## src/rtl/platform_pkg.sv

```systemverilog
// Shared types and constants for the per-scanline platform scheduler.
package platform_pkg;

    localparam int DEF_N_PLATFORMS = 16;
    localparam int DEF_SLOTS       = 4;
    localparam int PLAT_W          = 57;
    localparam int PLAT_H          = 15;
    localparam int FIELD_X0        = 341;
    localparam int FIELD_X1        = 682;

    typedef logic [2:0][3:0] rgb_t;

    typedef struct packed {
        logic       valid;
        logic [8:0] x;
        logic [9:0] y;
    } platform_t;

    typedef struct packed {
        logic       valid;
        logic [8:0] x;
        logic       edge_row;
    } slot_t;

    localparam rgb_t PLAT_RGB      = {4'h4, 4'hB, 4'h2};
    localparam rgb_t PLAT_EDGE_RGB = {4'h1, 4'h6, 4'h0};

    typedef enum logic [1:0] {
        ST_IDLE   = 2'd0,
        ST_SCAN   = 2'd1,
        ST_COMMIT = 2'd2
    } state_t;

    // True when a row offset inside a platform is its top or bottom line.
    function automatic logic row_is_edge(input logic [10:0] row_off);
        return (row_off == 11'd0) || (row_off == 11'(PLAT_H - 1));
    endfunction

endpackage

```

## src/rtl/platform_hit_test.sv

```systemverilog
// Combinational test of one active slot against the playfield-relative column.
// on_edge flags the first/last platform column or a slot marked as an edge row.
module platform_hit_test
    import platform_pkg::*;
(
    input  slot_t      slot,
    input  logic [9:0] rel,
    output logic       hit,
    output logic       on_edge
);

    logic [9:0] x_start_s;
    logic [9:0] x_end_s;

    // Column window x <= rel < x + PLAT_W; x is at most 511 so the sum fits 10 bits.
    always_comb begin
        x_start_s = {1'b0, slot.x};
        x_end_s   = x_start_s + 10'(PLAT_W);
        hit       = slot.valid && (rel >= x_start_s) && (rel < x_end_s);
        on_edge   = (rel == x_start_s) || (rel == (x_end_s - 10'd1)) || slot.edge_row;
    end

endmodule

```

## src/rtl/platform_line_scheduler.sv

```systemverilog
// Per-scanline platform scheduler: scans the platform table during hblank,
// double-buffers up to SLOTS hits, and resolves beam_x to a registered colour.
// Optional feature macro: PLATFORM_EDGE_SHADE_EN (edge pixels use PLAT_EDGE_RGB).
module platform_line_scheduler
    import platform_pkg::*;
#(
    parameter int N_PLATFORMS = DEF_N_PLATFORMS,
    parameter int SLOTS       = DEF_SLOTS
) (
    input  logic                           clk,
    input  logic                           reset,
    input  logic                           new_line,
    input  logic [9:0]                     next_y,
    input  logic [10:0]                    beam_x,
    input  logic                           draw,
    input  logic                           wr_en,
    input  logic [$clog2(N_PLATFORMS)-1:0] wr_idx,
    input  logic                           wr_valid,
    input  logic [8:0]                     wr_x,
    input  logic [9:0]                     wr_y,
    output logic [2:0][3:0]                platform_colors,
    output logic                           platform_transparencies,
    output logic                           scan_busy,
    output logic                           line_overflow
);

    localparam int IDX_W = $clog2(N_PLATFORMS);
    localparam int CNT_W = $clog2(SLOTS + 1);

    platform_t        table_r [N_PLATFORMS];
    slot_t            shadow_r [SLOTS];
    slot_t            active_r [SLOTS];
    state_t           state_r;
    logic [IDX_W-1:0] idx_r;
    logic [CNT_W-1:0] count_r;
    logic [9:0]       next_y_r;

    platform_t        entry_s;
    logic [10:0]      row_off_s;
    logic             scan_hit_s;
    logic             row_edge_s;

    logic             in_field_s;
    logic [9:0]       rel_s;
    logic [SLOTS-1:0] slot_hit_s;
    logic [SLOTS-1:0] slot_edge_s;
    logic             win_hit_s;
    logic             win_edge_s;

    // Table write port; a scan read in the same cycle still sees the old entry.
    always_ff @(posedge clk or posedge reset) begin
        if (reset) begin
            for (int i = 0; i < N_PLATFORMS; i++) begin
                table_r[i] <= '0;
            end
        end else if (wr_en) begin
            table_r[wr_idx] <= '{valid: wr_valid, x: wr_x, y: wr_y};
        end
    end

    // Vertical hit test of the entry under scan, in 11 bits so y near 1023 never wraps.
    always_comb begin
        entry_s    = table_r[idx_r];
        row_off_s  = {1'b0, next_y_r} - {1'b0, entry_s.y};
        scan_hit_s = entry_s.valid && ({1'b0, next_y_r} >= {1'b0, entry_s.y})
                     && (row_off_s < 11'(PLAT_H));
`ifdef PLATFORM_EDGE_SHADE_EN
        row_edge_s = row_is_edge(row_off_s);
`else
        row_edge_s = 1'b0;
`endif
    end

    // Scan FSM: a new_line in any state (re)starts the scan; active only changes in COMMIT.
    always_ff @(posedge clk or posedge reset) begin
        if (reset) begin
            state_r       <= ST_IDLE;
            idx_r         <= '0;
            count_r       <= '0;
            next_y_r      <= 10'd0;
            scan_busy     <= 1'b0;
            line_overflow <= 1'b0;
            for (int s = 0; s < SLOTS; s++) begin
                shadow_r[s] <= '0;
                active_r[s] <= '0;
            end
        end else if (new_line) begin
            state_r   <= ST_SCAN;
            idx_r     <= '0;
            count_r   <= '0;
            next_y_r  <= next_y;
            scan_busy <= 1'b1;
            for (int s = 0; s < SLOTS; s++) begin
                shadow_r[s] <= '0;
            end
        end else begin
            case (state_r)
                ST_IDLE: begin
                    scan_busy <= 1'b0;
                end
                ST_SCAN: begin
                    if (scan_hit_s) begin
                        if (count_r < CNT_W'(SLOTS)) begin
                            for (int s = 0; s < SLOTS; s++) begin
                                if (count_r == CNT_W'(s)) begin
                                    shadow_r[s] <= '{valid: 1'b1, x: entry_s.x, edge_row: row_edge_s};
                                end
                            end
                            count_r <= count_r + CNT_W'(1);
                        end else begin
                            line_overflow <= 1'b1;
                        end
                    end
                    if (idx_r == IDX_W'(N_PLATFORMS - 1)) begin
                        state_r <= ST_COMMIT;
                    end else begin
                        idx_r <= idx_r + IDX_W'(1);
                    end
                end
                ST_COMMIT: begin
                    for (int s = 0; s < SLOTS; s++) begin
                        active_r[s] <= shadow_r[s];
                    end
                    state_r   <= ST_IDLE;
                    scan_busy <= 1'b0;
                end
                default: begin
                    state_r   <= ST_IDLE;
                    scan_busy <= 1'b0;
                end
            endcase
        end
    end

    // Playfield window and playfield-relative column of the beam.
    always_comb begin
        in_field_s = (beam_x >= 11'(FIELD_X0)) && (beam_x < 11'(FIELD_X1));
        rel_s      = 10'(beam_x - 11'(FIELD_X0));
    end

    for (genvar g = 0; g < SLOTS; g++) begin : g_hit
        platform_hit_test u_hit (
            .slot    (active_r[g]),
            .rel     (rel_s),
            .hit     (slot_hit_s[g]),
            .on_edge (slot_edge_s[g])
        );
    end

    // Priority select: walking down from the top slot lets the lowest hit overwrite.
    always_comb begin
        win_hit_s  = 1'b0;
        win_edge_s = 1'b0;
        for (int i = SLOTS - 1; i >= 0; i--) begin
            if (slot_hit_s[i]) begin
                win_hit_s  = 1'b1;
                win_edge_s = slot_edge_s[i];
            end else begin
                win_hit_s  = win_hit_s;
                win_edge_s = win_edge_s;
            end
        end
    end

`ifndef PLATFORM_EDGE_SHADE_EN
    logic unused_win_edge_s;
    assign unused_win_edge_s = win_edge_s;
`endif

    // Registered pixel output, one cycle behind beam_x/draw; out-of-field pixels clip.
    always_ff @(posedge clk or posedge reset) begin
        if (reset) begin
            platform_colors         <= '0;
            platform_transparencies <= 1'b1;
        end else if (draw && in_field_s && win_hit_s) begin
            platform_transparencies <= 1'b0;
`ifdef PLATFORM_EDGE_SHADE_EN
            platform_colors <= win_edge_s ? PLAT_EDGE_RGB : PLAT_RGB;
`else
            platform_colors <= PLAT_RGB;
`endif
        end else begin
            platform_colors         <= '0;
            platform_transparencies <= 1'b1;
        end
    end

endmodule

```

## config.mk

```make
export PLATFORM = sky130hd
export DESIGN_NAME = platform_line_scheduler
export DESIGN_NICKNAME = d
export VERILOG_FILES = /design/src/rtl/platform_pkg.sv /design/src/rtl/platform_hit_test.sv /design/src/rtl/platform_line_scheduler.sv
export SDC_FILE = /design/constraint.sdc
export NUM_CORES = 1
export LEC_CHECK = 0
export ABC_CLOCK_PERIOD_IN_PS = 13500
export CORE_ASPECT_RATIO = 1.4
export CORE_UTILIZATION = 40
export DETAILED_ROUTE_END_ITERATION = 16
export DONT_BUFFER_PORTS = 1
export GPL_ROUTABILITY_DRIVEN = 0
export PLACE_DENSITY = 0.68
export RECOVER_POWER = 100
export SLEW_MARGIN = 20
export SYNTH_ARGS = -nofsm -noshare
export SYNTH_HDL_FRONTEND = slang
export SYNTH_SLANG_ARGS = --single-unit
```

## constraint.sdc

```tcl
create_clock -name clk -period 13.5 [get_ports clk]
set_input_delay 2.7 -clock clk [delete_from_list [all_inputs] [get_ports clk]]
set_output_delay 2.7 -clock clk [all_outputs]
set_load 0.01 [all_outputs]
```

==> results.txt, run 1 <==
The run finished, with violations left. The checks that failed: capacitance limit, slew limit. The deepest level of the CTS H-tree came out at 2. For the pin with the worst max-slew slack, the measured transition is just over 4 ns.

After synthesis, the netlist uses 57 different library cells. The via total after detailed routing is between 10000 and 15000. Along the worst path, the maximum fanout reaches 48. The clock sink total came out at ~420.

The TritonCTS clock tree is yes. Leaving out fill and tap cells, the most frequent cell in the layout is dfrtp_1. The total overflow reported by the global router came out at 0.

After detailed routing, the average wire length per cell comes to 20.8 um. In this run the tool buffered the top-level ports with 0 buffer cells. The cell family contributing the most delay on the critical path is flip-flops. The cell leakage power came out at 10.3 nW. The number of maximum-capacitance violations is 19.

The required time at the endpoint of the critical path came out at around 14 ns. After detailed routing, the number of remaining DRC violations is 0. The via-per-instance ratio came out at around 5.5. The repair_antennas step left the layout with diodes totalling 0. The number of failing hold endpoints at the final stage came out at 0. The number of global-route vias before repair came to 13664. The synthesized area is 0.0214 mm2. The post-layout minimum cycle time is 7.03 ns.

The die covers 0.0543 mm2. By area the synthesized netlist is led by dfrtp_1 (49%), mux2_2 (18%), mux4_2 (11%). The arrival time at the worst endpoint is 7.49 ns. The largest individual stage delay along the critical path comes from the cell dfrtp_1. In the layout the commonest cells are dfrtp_1 (420), mux2_2 (333), nand2_1 (122). The post-CTS repair timing setup buffer count is 0. In this run the deepest clock path goes through 3 buffers. The clock latency on the worst-skew pair came out at 0.56 ns.

In the synthesized netlist, the number of instances is 1602. The Yosys step of the flow raised 0 warnings. Counting flops and latches in the post-synthesis netlist gives 423. The sum of buffers and inverters on the critical path came out at 1.

The final max-slew violation count came to 611. From synthesis to final layout, the design area changed by 9.57%. The detailed-routing iteration count for the pre-antenna-repair pass came out at 4. The maximum frequency from static timing analysis is between 100 and 150 MHz. The first routing iteration left a little under 700 violations.

The maximum vdd drop is 0.0866 mV. At the placement stage, the worst setup path has a slack of approximately 7.9 ns. Walking the worst path, the cells encountered are clkbuf_1, mux4_2, mux4_2, o2111ai_1, or4_1, mux2i_1. The tree is rooted in a clkbuf_16. The number of nets in the finished design is 1722.

The kind of critical path is flop to flop. The most numerous cell type found on the critical path is mux4_2. The placement row count is 99. Counting flops with an async set or reset pin after synthesis yields a share of 100%.

The top cell type by total area after synthesis is dfrtp_1. Setup repair after global routing left no endpoint under its margin. For this run, the leading register cell type out of synthesis is dfrtp_1. The tightest min-delay check is of the flop to flop type. The maximum cell stage delay along the critical path is 2.33 ns. The area of the placeable core is around 0.052 mm2.

The filler cell count came out at 4691. In this run, post-CTS hold repair placed 0 buffers. The clock slew seen by the registers of the worst setup and hold paths is roughly 0.06 ns.

The first global-routing pass estimated 76500 um of wire. The clock tree skew after final layout is 0.0219 ns. The count of antenna-violating nets left after detailed routing came out at 0.

The total negative slack for setup checks came out at 0 ns. The fraction of the cycle the final worst path needs is between 50% and 60%. STA classifies the critical path endpoint as a flop.

The least setup slack across all paths after layout is 6.47 ns. The sequential standard cell area came out at between 0.01 and 0.015 mm2. The fraction of layout cells with a size suffix above 1 came out at roughly 33%. The number of antenna violations at the first check in global routing came to 0. Yosys mapped a number of flops with a built-in enable equal to 0. In this run the tightest slew margin relative to its limit is -174%. The proportion of synthesized chip area in sequential cells came out at 49.6%. After detailed routing, the total wire length is 48100 um. The worst setup path is launched from a flop.

In the final layout, the multi-input gates occupy 0.0101 mm2. Setup violations remaining at the end of the flow were counted as 0. The power per cell area came out at 148 mW/mm2. From left edge to right edge, the die measures 197 um. The effective utilization at floorplan came out at 40.8%. In this run, CTS created clock tree buffers numbering 44. The HPWL after detailed placement is 30600 um.

The average instance in the mapped netlist occupies 13.3 um2. The count of cells resized by post-cts repair came out at 0. Measured along the y axis, the die boundary spans 275 um. The top-area cell type share of the netlist area is 49.4%.

The global-route total usage across every layer came out at 18.2%. The largest net degree at the start of global routing came out at 85. The total I/O pin count is 65.
[sequential cells by signal (all words and copies together) (netlist names), 2 cells and up]
signal,cells
state_r,2
table_r,320
shadow_r,40
idx_r,4
next_y_r,10
active_r,40
count_r,3
[cells by family after synthesis]
kind of cell             Yosys count  share of synthesized area [%]
XOR/XNOR                          38                           1.56
multiplexers                     470                           29.8
flip-flops                       423                           49.6
AND/OR/NAND/NOR                  233                           5.11
buffers and inverters            177                           3.50
adder cells (fa/ha/maj)           99                           5.84
other                              1                         0.0176
AO/OA/AOI/OAI                    161                           4.56
[worst reg2reg max path, delay by kind of cell, from the launching register on]
family / cells / cell delay, ns
simple gates: 1 / 0.66
buf+inv: 1 / 2.25
flops: 1 / 2.33
mux: 3 / 1.54
compound gates: 1 / 0.17
[through the flow]
stage	power, mW	utilization (%)	instances	area, um2	hold WS, ns
global placement	2.22	42.0	2234	22000	0.465
CTS	3.49	44.8	2314	23500	0.483
detailed placement	2.27	42.0	2234	22000	0.466
floorplan	2.12	-	1608	21400	0.450
global route	3.62	44.7	2314	23400	0.502
finish	3.46	44.7	2314	23400	0.474
[path summary, 6_finish.rpt]
check / startpoint / endpoint / slack, ns / cells past startpoint
hold / removal: shadow_r[18] / active_r[18] / 0.47 / 2
max in group asynchronous: reset / idx_r[2] / 6.51 / 2
min in group asynchronous: reset / table_r[275] / 2.33 / 1
hold reg to reg: shadow_r[18] / active_r[18] / 0.47 / 2
setup reg to reg: idx_r[0] / shadow_r[1] / 6.47 / 6
setup / recovery: idx_r[0] / shadow_r[1] / 6.47 / 6
[cell usage after synthesis (2+ instances only)]
cell type  count
buf_2         16
a21oi_1       44
and4b_1        2
mux2_2       333
nand4b_1       2
xnor2_1       33
a21boi_0       8
nor2b_1        7
buf_4         15
o22ai_1        2
a22o_1         2
nor4bb_1       2
or3_1          2
a21o_1        10
buf_1          7
inv_1         67
and3_1         2
nor3_1        18
or4_1          6
o21ai_0       56
ha_1          98
o2111ai_1      5
mux2i_1       37
nand3b_1       5
nor3b_1        2
clkbuf_1      70
nor2_1        25
o31ai_1        2
nand2b_1       9
nand2_1      122
nand4_1       15
dfrtp_1      422
xor2_1         5
a31o_1         2
a31oi_1        7
o41ai_1        2
mux4_2       100
o21a_1        11
nand3_1       11
[per-layer routing]
metal	part of all wire, %	GRT usage (%)	up-vias
li1	-	-	5726
met1	42	22.4	6679
met2	52	32.3	209
met3	3.3	2.41	101
met4	3.5	7.08	0
met5	0	0	-
[power by group]
group | internal [mW] | switching [mW] | leakage (nW)
clock | 0.711 | 0.504 | 0.726
sequential | 1.50 | 0.120 | 5.13
combinational | 0.375 | 0.254 | 4.44
total | 2.58 | 0.877 | 10.3
[layout make-up]
| class | instances | share of cell area [%] |
|---|---|---|
| timing repair buffer | 28 | 0.642 |
| tap | 707 | 3.78 |
| clock buffer | 61 | 5.36 |
| inverter | 68 | 1.10 |
| sequential | 423 | 45.3 |
| clock inverter | 19 | 0.877 |
| multi-input combinational | 1008 | 43.0 |
No activity file was read; power rests on OpenSTA's default activity.
==> inputs of run 2 (changes only) <==
- ABC_AREA: not set -> 1
- ABC_CLOCK_PERIOD_IN_PS: 13500 -> 6600
- PLACE_DENSITY: 0.68 -> 0.66
- clock period: 13.5 -> 6.6 ns (I/O delays scaled with it)
==> run 2 against run 1 <==
The run still ends with capacitance limit, slew limit left. Die area increased by 2.2%. Wire length up 20%. Synthesized cell count grew 64%. Critical path depth is 13 higher. Critical path type unchanged. Critical endpoint is now shadow_r[37]. Largest cell class unchanged. Highest routed layer unchanged.
==> results.txt, run 2 <==
The run finished, with violations left. The final reports fail on capacitance limit, slew limit. The die extent in y came out at 278 um (+1.1%).

The number of library cell types mapped by synthesis came out at 43 (-25%). The largest net degree at the start of global routing came to 166 (+95%). The number of maximum-capacitance violations came to 18 (-1). The number of setup violations in the final report came out at 0 (unchanged). The clock sink total came out at 423 (unchanged). The aggregate routed wire length came out at 57600 um (+20%). The via total after detailed routing came out at 17867 (+41%).

The internal power of the cells is 4.90 mW (+90%). The maximum frequency from static timing analysis came out at 189 MHz (+33%). The critical path is of the flop to flop type.

The sequential standard cell area came to 0.0106 mm2 (about the same). The number of antenna violations at the first check in global routing came out at 0 (unchanged). The post-CTS repair timing setup buffer count is 0 (unchanged). STA classifies the critical path endpoint as a flop.

The cell count after placement came out at 3201 (+43%). The async set or reset register ratio after synthesis came out at 100% (unchanged). The number of CTS-inserted buffers is 42 (-4.5%). The maximum vdd drop came out at 0.175 mV (+100%). The area of placed instances came out at 0.0223 mm2 (+1.1%).

The synthesis-to-layout area growth came out at 7.67%. Yosys attributes the largest share of cell area to dfrtp_1 (48%), o21ai_0 (10%), nand2_1 (8.9%). The depth of the worst hold-timing path is 2 (unchanged). The required time at the endpoint of the critical path came out at 7.08 ns (-6.88 ns). The detailed-routing iteration count for the pre-antenna-repair pass came out at 6 (+2).

CTS placed an instance of clkbuf_16 at the clock tree root. The deepest level of the CTS H-tree is 2 (unchanged). The synthesis warning total is 0 (unchanged).

The number of failing hold endpoints at the final stage came out at 0 (unchanged). The portion of netlist area occupied by mux cells came out at 0% (-30 points). The post-synthesis area per instance is 8.31 um2 (-38%). The number of storage elements in the synthesis netlist is 423 (unchanged). The switching part of the total came out at 30.0% (+4.6 points). The clock tree skew after final layout came to 0.0228 ns (+0.000873 ns). The startpoint class of the critical path is a flop.

In this run the most critical hold path is launched from table_r[31]. In this run the critical register-to-register path is captured at shadow_r[37]. The total inserted antenna cells came out at 0 (unchanged). The number of design-rule violations left by the first detailed-router iteration came out at 1419 (+110%). The library cell used most frequently in the layout, excluding fill and tap cells, is nand2_1. Counting instances in the post-synthesis netlist gives the leading cell types as nand2_1 (519), o21ai_0 (457), dfrtp_1 (422). The largest registers in the layout are table_r (320), active_r (40), shadow_r (40). The number of instances in the synthesized netlist came out at 2628 (+64%). The combinational family with the most area after synthesis is simple AND/OR/NAND/NOR gates.

The area of the die is 0.0555 mm2 (+2.2%). The proportion of synthesized chip area in sequential cells came out at 48.5% (-1.1 points). The power share of the combinational group came out at 18.0% (-0.2 points). The number of nets in the finished design came out at 2673 (+55%).

Setup repair after global routing left no endpoint under its margin. The clock latency on the worst-skew pair was 0.56 ns (about the same). The post-layout minimum cycle time is 5.29 ns (-1.74 ns). The sequential share of power is 46.9% (+0.2 points). The final cell utilization of the core is 43.5% (-1.2 points). The switching power came to 2.10 mW (+140%).

The count of cells resized by post-cts repair was 0 (unchanged). The fraction of layout cells with a size suffix above 1 is 5.59% (-27 points). The number of global-route vias before repair came out at 17671 (+29%). In this run the critical register-to-register path is launched from idx_r[0]. The synthesized area came out at 0.0218 mm2 (+2.2%). The top-area cell type share of the netlist area is 48.4% (-1.1 points).

The filler cell count is 5376 (+15%). The count of antenna-violating nets left after detailed routing came out at 0 (unchanged). The number of cell instances on the worst register-to-register path was 19 (+13). The area occupied by multi-input gates is 0.00971 mm2 (-3.4%).

The area of the placeable core came to 0.0541 mm2 (+3.2%). The main flop type after synthesis is dfrtp_1. The class of the tightest hold or removal check is flop to flop.

The register with the most flip-flops in the final layout is table_r. The placement row count is 101 (+2.0%). The cell leakage power was 11.3 nW (+9.5%).

The register-to-register setup slack is 1.31 ns (-5.16 ns). The top cell type by total area after synthesis is dfrtp_1. The per-cell routed wire length was 17.6 um (-15%). The proportion of power drawn by the clock network came out at 35.2% (about the same). The arithmetic-cell share of the synthesized area counting full adders, half adders and majority gates is 5.71% (-0.13 points). The effective utilization at floorplan is 40.4% (-0.39 points). The number of flip-flops under the largest register name is 320 (unchanged). By instance count, the leading cell after synthesis is nand2_1. The total I/O pin count is 65 (unchanged). The top fanout value on the critical path is 73 (+52%). The XOR/XNOR share of the synthesized area is 1.44% (-0.11 points).

The power per cell area is 298 mW/mm2 (+100%). The number of remaining DRC errors came to 0 (unchanged). The arrival time at the worst endpoint came out at 5.77 ns (-1.72 ns). The post-route cell area is 0.0235 mm2 (+0.48%).

The hold path endpoint is table_r[31]. The detailed-placement wirelength estimate was 36300 um (+19%). The maximum buffer depth of the clock tree is 3 (unchanged). The final-layout worst hold slack is 0.480 ns (+0.00541 ns).

The fraction of the cycle the final worst path needs came to 80.2% (+28 points). The global-route total usage across every layer is 21.3% (+3.1 points). The post-synthesis share of cell area spent on and, or, nand and nor gates is 19.7% (+15 points).

The width of the chip is 199 um (+1.1%). The worst slew margin relative to its limit was -108% (+66 points). The number of enable flip-flop cells after synthesis is 0 (unchanged). The total overflow reported by the global router is 0 (unchanged). The clock slew seen by the registers of the worst setup and hold paths is 0.06 ns (about the same). The via-per-instance ratio is 5.45 (-0.77%).

The number of standard cells in the final layout excluding fillers was 3277 (+42%). The measured slew at the worst slew-check pin is 3.12 ns (-0.995 ns). The final max-slew violation count came out at 772 (+26%). The global-route wire length before repair came out at 94400 um (+23%). Leaving out fill and tap cells, the most frequent cells in the layout are nand2_1 (522), o21ai_0 (457), dfrtp_1 (419). The quantity of hold-fixing buffers added after cts is 0 (unchanged). The number of port buffers is 0 (unchanged). TritonCTS built the clock tree.

The compound-cell area share of the yosys netlist is 17.8% (+13 points). The total negative slack for setup checks is 0 ns (unchanged).
run 2: cell types whose count changed in the layout (fill, tap and decap cells not counted), sizes merged, moves of 115 or more:
cell,before,now
o21ai,57,458
nand2,122,536
nand3,11,150
a21oi,45,160
mux2,333,0
nor2,25,257
run 2: worst max-delay path by stage:
stage / from / endpoint / slack (ns) / depth (start not counted)
CTS: idx_r[0] / shadow_r[37] / 2.04 / 19
global route: idx_r[0] / shadow_r[34] / 0.81 / 20
detailed placement: idx_r[0] / shadow_r[37] / 2.09 / 19
floorplan: reset / active_r[10] / -0.43 / 1
global placement: idx_r[0] / shadow_r[26] / 2.21 / 19
finish: idx_r[0] / shadow_r[37] / 1.31 / 19
run 2: power by group through the flow:
stage | combinational, mW | sequential [mW] | clock, mW
3_3_place_gp | 1.22 | 3.30 | 0
2_1_floorplan | 1.02 | 3.24 | 0
3_5_place_dp | 1.27 | 3.31 | 0
6_report | 1.26 | 3.28 | 2.46
4_1_cts | 1.28 | 3.27 | 2.50
5_1_grt | 1.46 | 3.33 | 2.59
run 2: cell families (layout without fill, tap and decap cells):
group | after synthesis | in the layout
AOI/OAI and AO/OA | 714 | 714
xor gates and xnor gates | 36 | 36
and+or+nand+nor | 989 | 989
other | 1 | 7
buffers and inverters | 366 | 288
adders and majority gates | 99 | 99
DFF | 423 | 423
run 2: layer usage:
metal	vias to the layer above	share of wire (%)	track usage (%)
li1	8555	-	-
met1	8702	42	27.1
met2	509	50	37.0
met3	101	5.2	2.58
met4	0	3.3	7.50
met5	-	0	0
run 2: critical path, stage by stage (launching register included):
cell	delay, ns
dfrtp_4	0.65
clkinv_2	0.75
clkbuf_1	1.05
nor2_1	0.08
o221ai_1	0.23
nand3_1	0.10
nand2_1	0.10
inv_1	0.05
ha_1	0.33
nand2_1	0.16
inv_1	0.06
a21oi_1	0.22
nand3_1	0.10
nand2_1	0.12
nand3_4	0.08
nor2_4	0.11
nand4_1	0.15
nand2_1	0.55
nand3_1	0.18
nand2_1	0.10
run 2: cell type report:
type	instances	share of cell area (%)
sequential	423	45.1
clock buffer	60	5.36
inverter	180	2.88
tap	721	3.84
clock inverter	16	0.718
multi-input combinational	1845	41.3
timing repair buffer	32	0.841
run 2: stage by stage:
stage                     worst slack (ns)  power, mW
final                                 1.31       6.99
after global routing                 0.815       7.37
after CTS                             2.04       7.05
after detailed placement              2.09       4.59
after global placement                2.21       4.52
after floorplan                     -0.427       4.26
==> inputs of run 3 (changes only) <==
- ABC_AREA: 1 -> 0
- ABC_CLOCK_PERIOD_IN_PS: 6600 -> 5510
- clock period: 6.6 -> 5.51 ns (I/O delays scaled with it)
==> run 3 against run 2 <==
The run still ends with capacitance limit, slew limit left. Wire length decreased by 13%. Maximum frequency grew 9.5%. Critical path depth down 7. Final area hardly changed. Setup slack got worse by 0.63 ns. Non-clock buffer count rose by 4. First-iteration DRC count fell by 47%. Clock skew is 0.0041 ns lower. Critical path type unchanged. Final cell count fell by 29%. Worst hold slack worse by 0.0025 ns.
==> results.txt, run 3 (same netlist as run 1, synthesis figures left out) <==
The run finished, with violations left. The final reports fail on capacitance limit, slew limit. The register with the most flip-flops is table_r.

The TritonCTS clock tree is yes. Leaving out fill and tap cells, the most frequent cells in the layout are dfrtp_1 (419), mux2_2 (333), nand2_1 (122). The placement row count is 99 (-2.0%). The aggregate routed wire length came out at 49900 um (-13%). The register-to-register setup slack is 0.68 ns (-0.63 ns).

Setup repair after global routing left no endpoint under its margin. The count of cells resized by post-cts repair is 0 (unchanged). The largest net degree at the start of global routing came to 157 (-5.4%). The area occupied by multi-input gates is 0.0101 mm2 (+3.6%).

The die extent in y is 275 um (-1.1%). The effective utilization at floorplan came to 40.8% (+0.39 points). The per-cell routed wire length is 21.5 um (+22%). The number of standard cells in the final layout excluding fillers was 2320 (-29%). The number of nets in the finished design came to 1728 (-35%). The worst setup path is launched from a flop. The cell leakage power came out at 10.4 nW (-8.2%). The deepest level of the CTS H-tree is 2 (unchanged).

Walking the worst path, the cells encountered are clkbuf_2, mux4_2, mux4_2, inv_1, ha_1, nor2b_1, o21ai_2, a21oi_1, o21ai_0, nand4_1, or4_1, mux2i_1. The number of port buffers came out at 0 (unchanged). The library cell used most frequently in the layout, excluding fill and tap cells, is dfrtp_1.

The number of setup violations in the final report was 0 (unchanged). The final cell utilization of the core is 44.9% (+1.4 points). The via-per-instance ratio was 5.50 (+0.95%).

The startpoint identified for the worst register-to-register timing path is idx_r[0]. The top fanout value on the critical path is 19 (-74%). The maximum cell stage delay along the critical path came out at 0.85 ns (-0.20 ns). The global-route wire length before repair came out at 79300 um (-16%). The endpoint identified for the worst register-to-register timing path is shadow_r[31]. The clock sink total is 423 (unchanged). The cell count after placement came out at 2242 (-30%). The post-CTS repair timing setup buffer count came out at 0 (unchanged). The fraction of layout cells with a size suffix above 1 was 33.5% (+28 points).

The library cell contributing the largest single delay on the critical path is or4_1. The area of placed instances was 0.0221 mm2 (-0.70%). The quantity of hold-fixing buffers added after cts came out at 0 (unchanged). The sum of buffers and inverters on the critical path came to 2 (-2). The post-route cell area came out at 0.0235 mm2 (about the same).

The filler cell count came out at 4741 (-12%). The post-layout minimum cycle time is 4.83 ns (-0.461 ns). The detailed-routing iteration count for the pre-antenna-repair pass is 5 (-1). The synthesis-to-layout area growth came out at 10.1%.

The required time at the endpoint of the critical path is 5.91 ns (-1.17 ns). The via total after detailed routing is 12769 (-29%). In this run the most critical hold path is launched from shadow_r[36]. The clock tree skew after final layout came to 0.0187 ns (-0.00411 ns).

The number of failing hold endpoints at the final stage is 0 (unchanged). The clock slew seen by the registers of the worst setup and hold paths is 0.06 ns (about the same). The fraction of the cycle the final worst path needs is 87.7% (+7.5 points). The final max-slew violation count came to 820 (+6.2%). The number of cell instances on the worst register-to-register path is 12 (-7). The total inserted antenna cells came out at 0 (unchanged). The width of the chip came to 197 um (-1.1%). The arrival time at the worst endpoint is 5.23 ns (-0.54 ns). The total stage count of the critical path is 12 (-7). The number of flip-flops under the largest register name is 320 (unchanged). The area of the die is 0.0543 mm2 (-2.2%). The sequential standard cell area is 0.0106 mm2 (unchanged). The measured slew at the worst slew-check pin is 2.81 ns (-0.312 ns).

The number of CTS-inserted buffers is 42 (unchanged). The count of antenna-violating nets left after detailed routing is 0 (unchanged). The detailed-placement wirelength estimate came to 31900 um (-12%). The clock latency on the worst-skew pair is 0.56 ns (about the same).

The power per cell area came out at 367 mW/mm2 (+23%). The most numerous cell type found on the critical path is mux4_2. The maximum frequency from static timing analysis came out at 207 MHz (+9.5%). The worst slew margin relative to its limit came out at -87.2% (+21 points). The global-route total usage across every layer is 19.0% (-2.4 points). The number of maximum-capacitance violations is 21 (+3). The kind of critical path is flop to flop. The number of antenna violations at the first check in global routing came out at 0 (unchanged). The total I/O pin count came to 65 (unchanged).

STA classifies the critical path endpoint as a flop. The maximum vdd drop is 0.238 mV (+36%). The number of design-rule violations left by the first detailed-router iteration came out at 751 (-47%).

The buffer cell driving the clock tree root is clkbuf_16. The path with the worst hold slack has its endpoint at active_r[36]. The tightest min-delay check is of the flop to flop type.

The largest registers in the layout are table_r (320), active_r (40), shadow_r (40). The depth of the worst hold-timing path came out at 2 (unchanged). The total overflow reported by the global router is 0 (unchanged). The maximum buffer depth of the clock tree was 3 (unchanged). The total power consumption of the routed design is 8.63 mW (+23%).

The number of global-route vias before repair was 13882 (-21%). The number of remaining DRC errors is 0 (unchanged). The area of the placeable core came out at 0.0524 mm2 (-3.1%). The kind of cell adding the most delay to the critical path is multiplexers.
## run 3: final cells by class
class,instances,area share (%)
inverter,68,1.09
timing repair buffer,36,0.841
sequential,423,45.0
clock inverter,21,1.26
clock buffer,57,5.23
multi-input combinational,1008,42.8
tap,707,3.76
## run 3: worst min-delay path, stage by stage (launching register included)
cell and delay (ns):
dfrtp_1 0.35, nand2_1 0.05, o21ai_0 0.06
## run 3: how the worst max path moves through the flow
stage,start,end,slack [ns]
4_1_cts,idx_r[0],shadow_r[31],0.86
3_5_place_dp,idx_r[0],shadow_r[27],0.89
5_1_grt,idx_r[0],shadow_r[18],0.33
2_1_floorplan,reset,active_r[10],-1.30
6_report,idx_r[0],shadow_r[31],0.68
3_3_place_gp,idx_r[0],shadow_r[23],0.98
## run 3: through the flow
stage                     setup WS [ns]  setup TNS [ns]  hold WS (ns)
after floorplan                   -1.30         -548.03         0.450
after global placement            0.980               0         0.470
after detailed placement          0.892               0         0.471
after CTS                         0.859               0         0.477
after global routing              0.332               0         0.515
final                             0.680               0         0.477
## run 3: power breakdown
group          switching (mW)  total [mW]  internal [mW]
Combinational           0.651        1.57          0.921
Clock                    1.25        3.11           1.86
Sequential              0.285        3.95           3.66
## run 3: routing by layer
layer / up-vias / GRT usage (%) / part of all wire (%)
met2: 208 / 33.9 / 52
met1: 6732 / 23.3 / 42
li1: 5744 / - / -
met5: - / 0 / 0
met4: 0 / 7.18 / 3.3
met3: 85 / 2.46 / 3.2
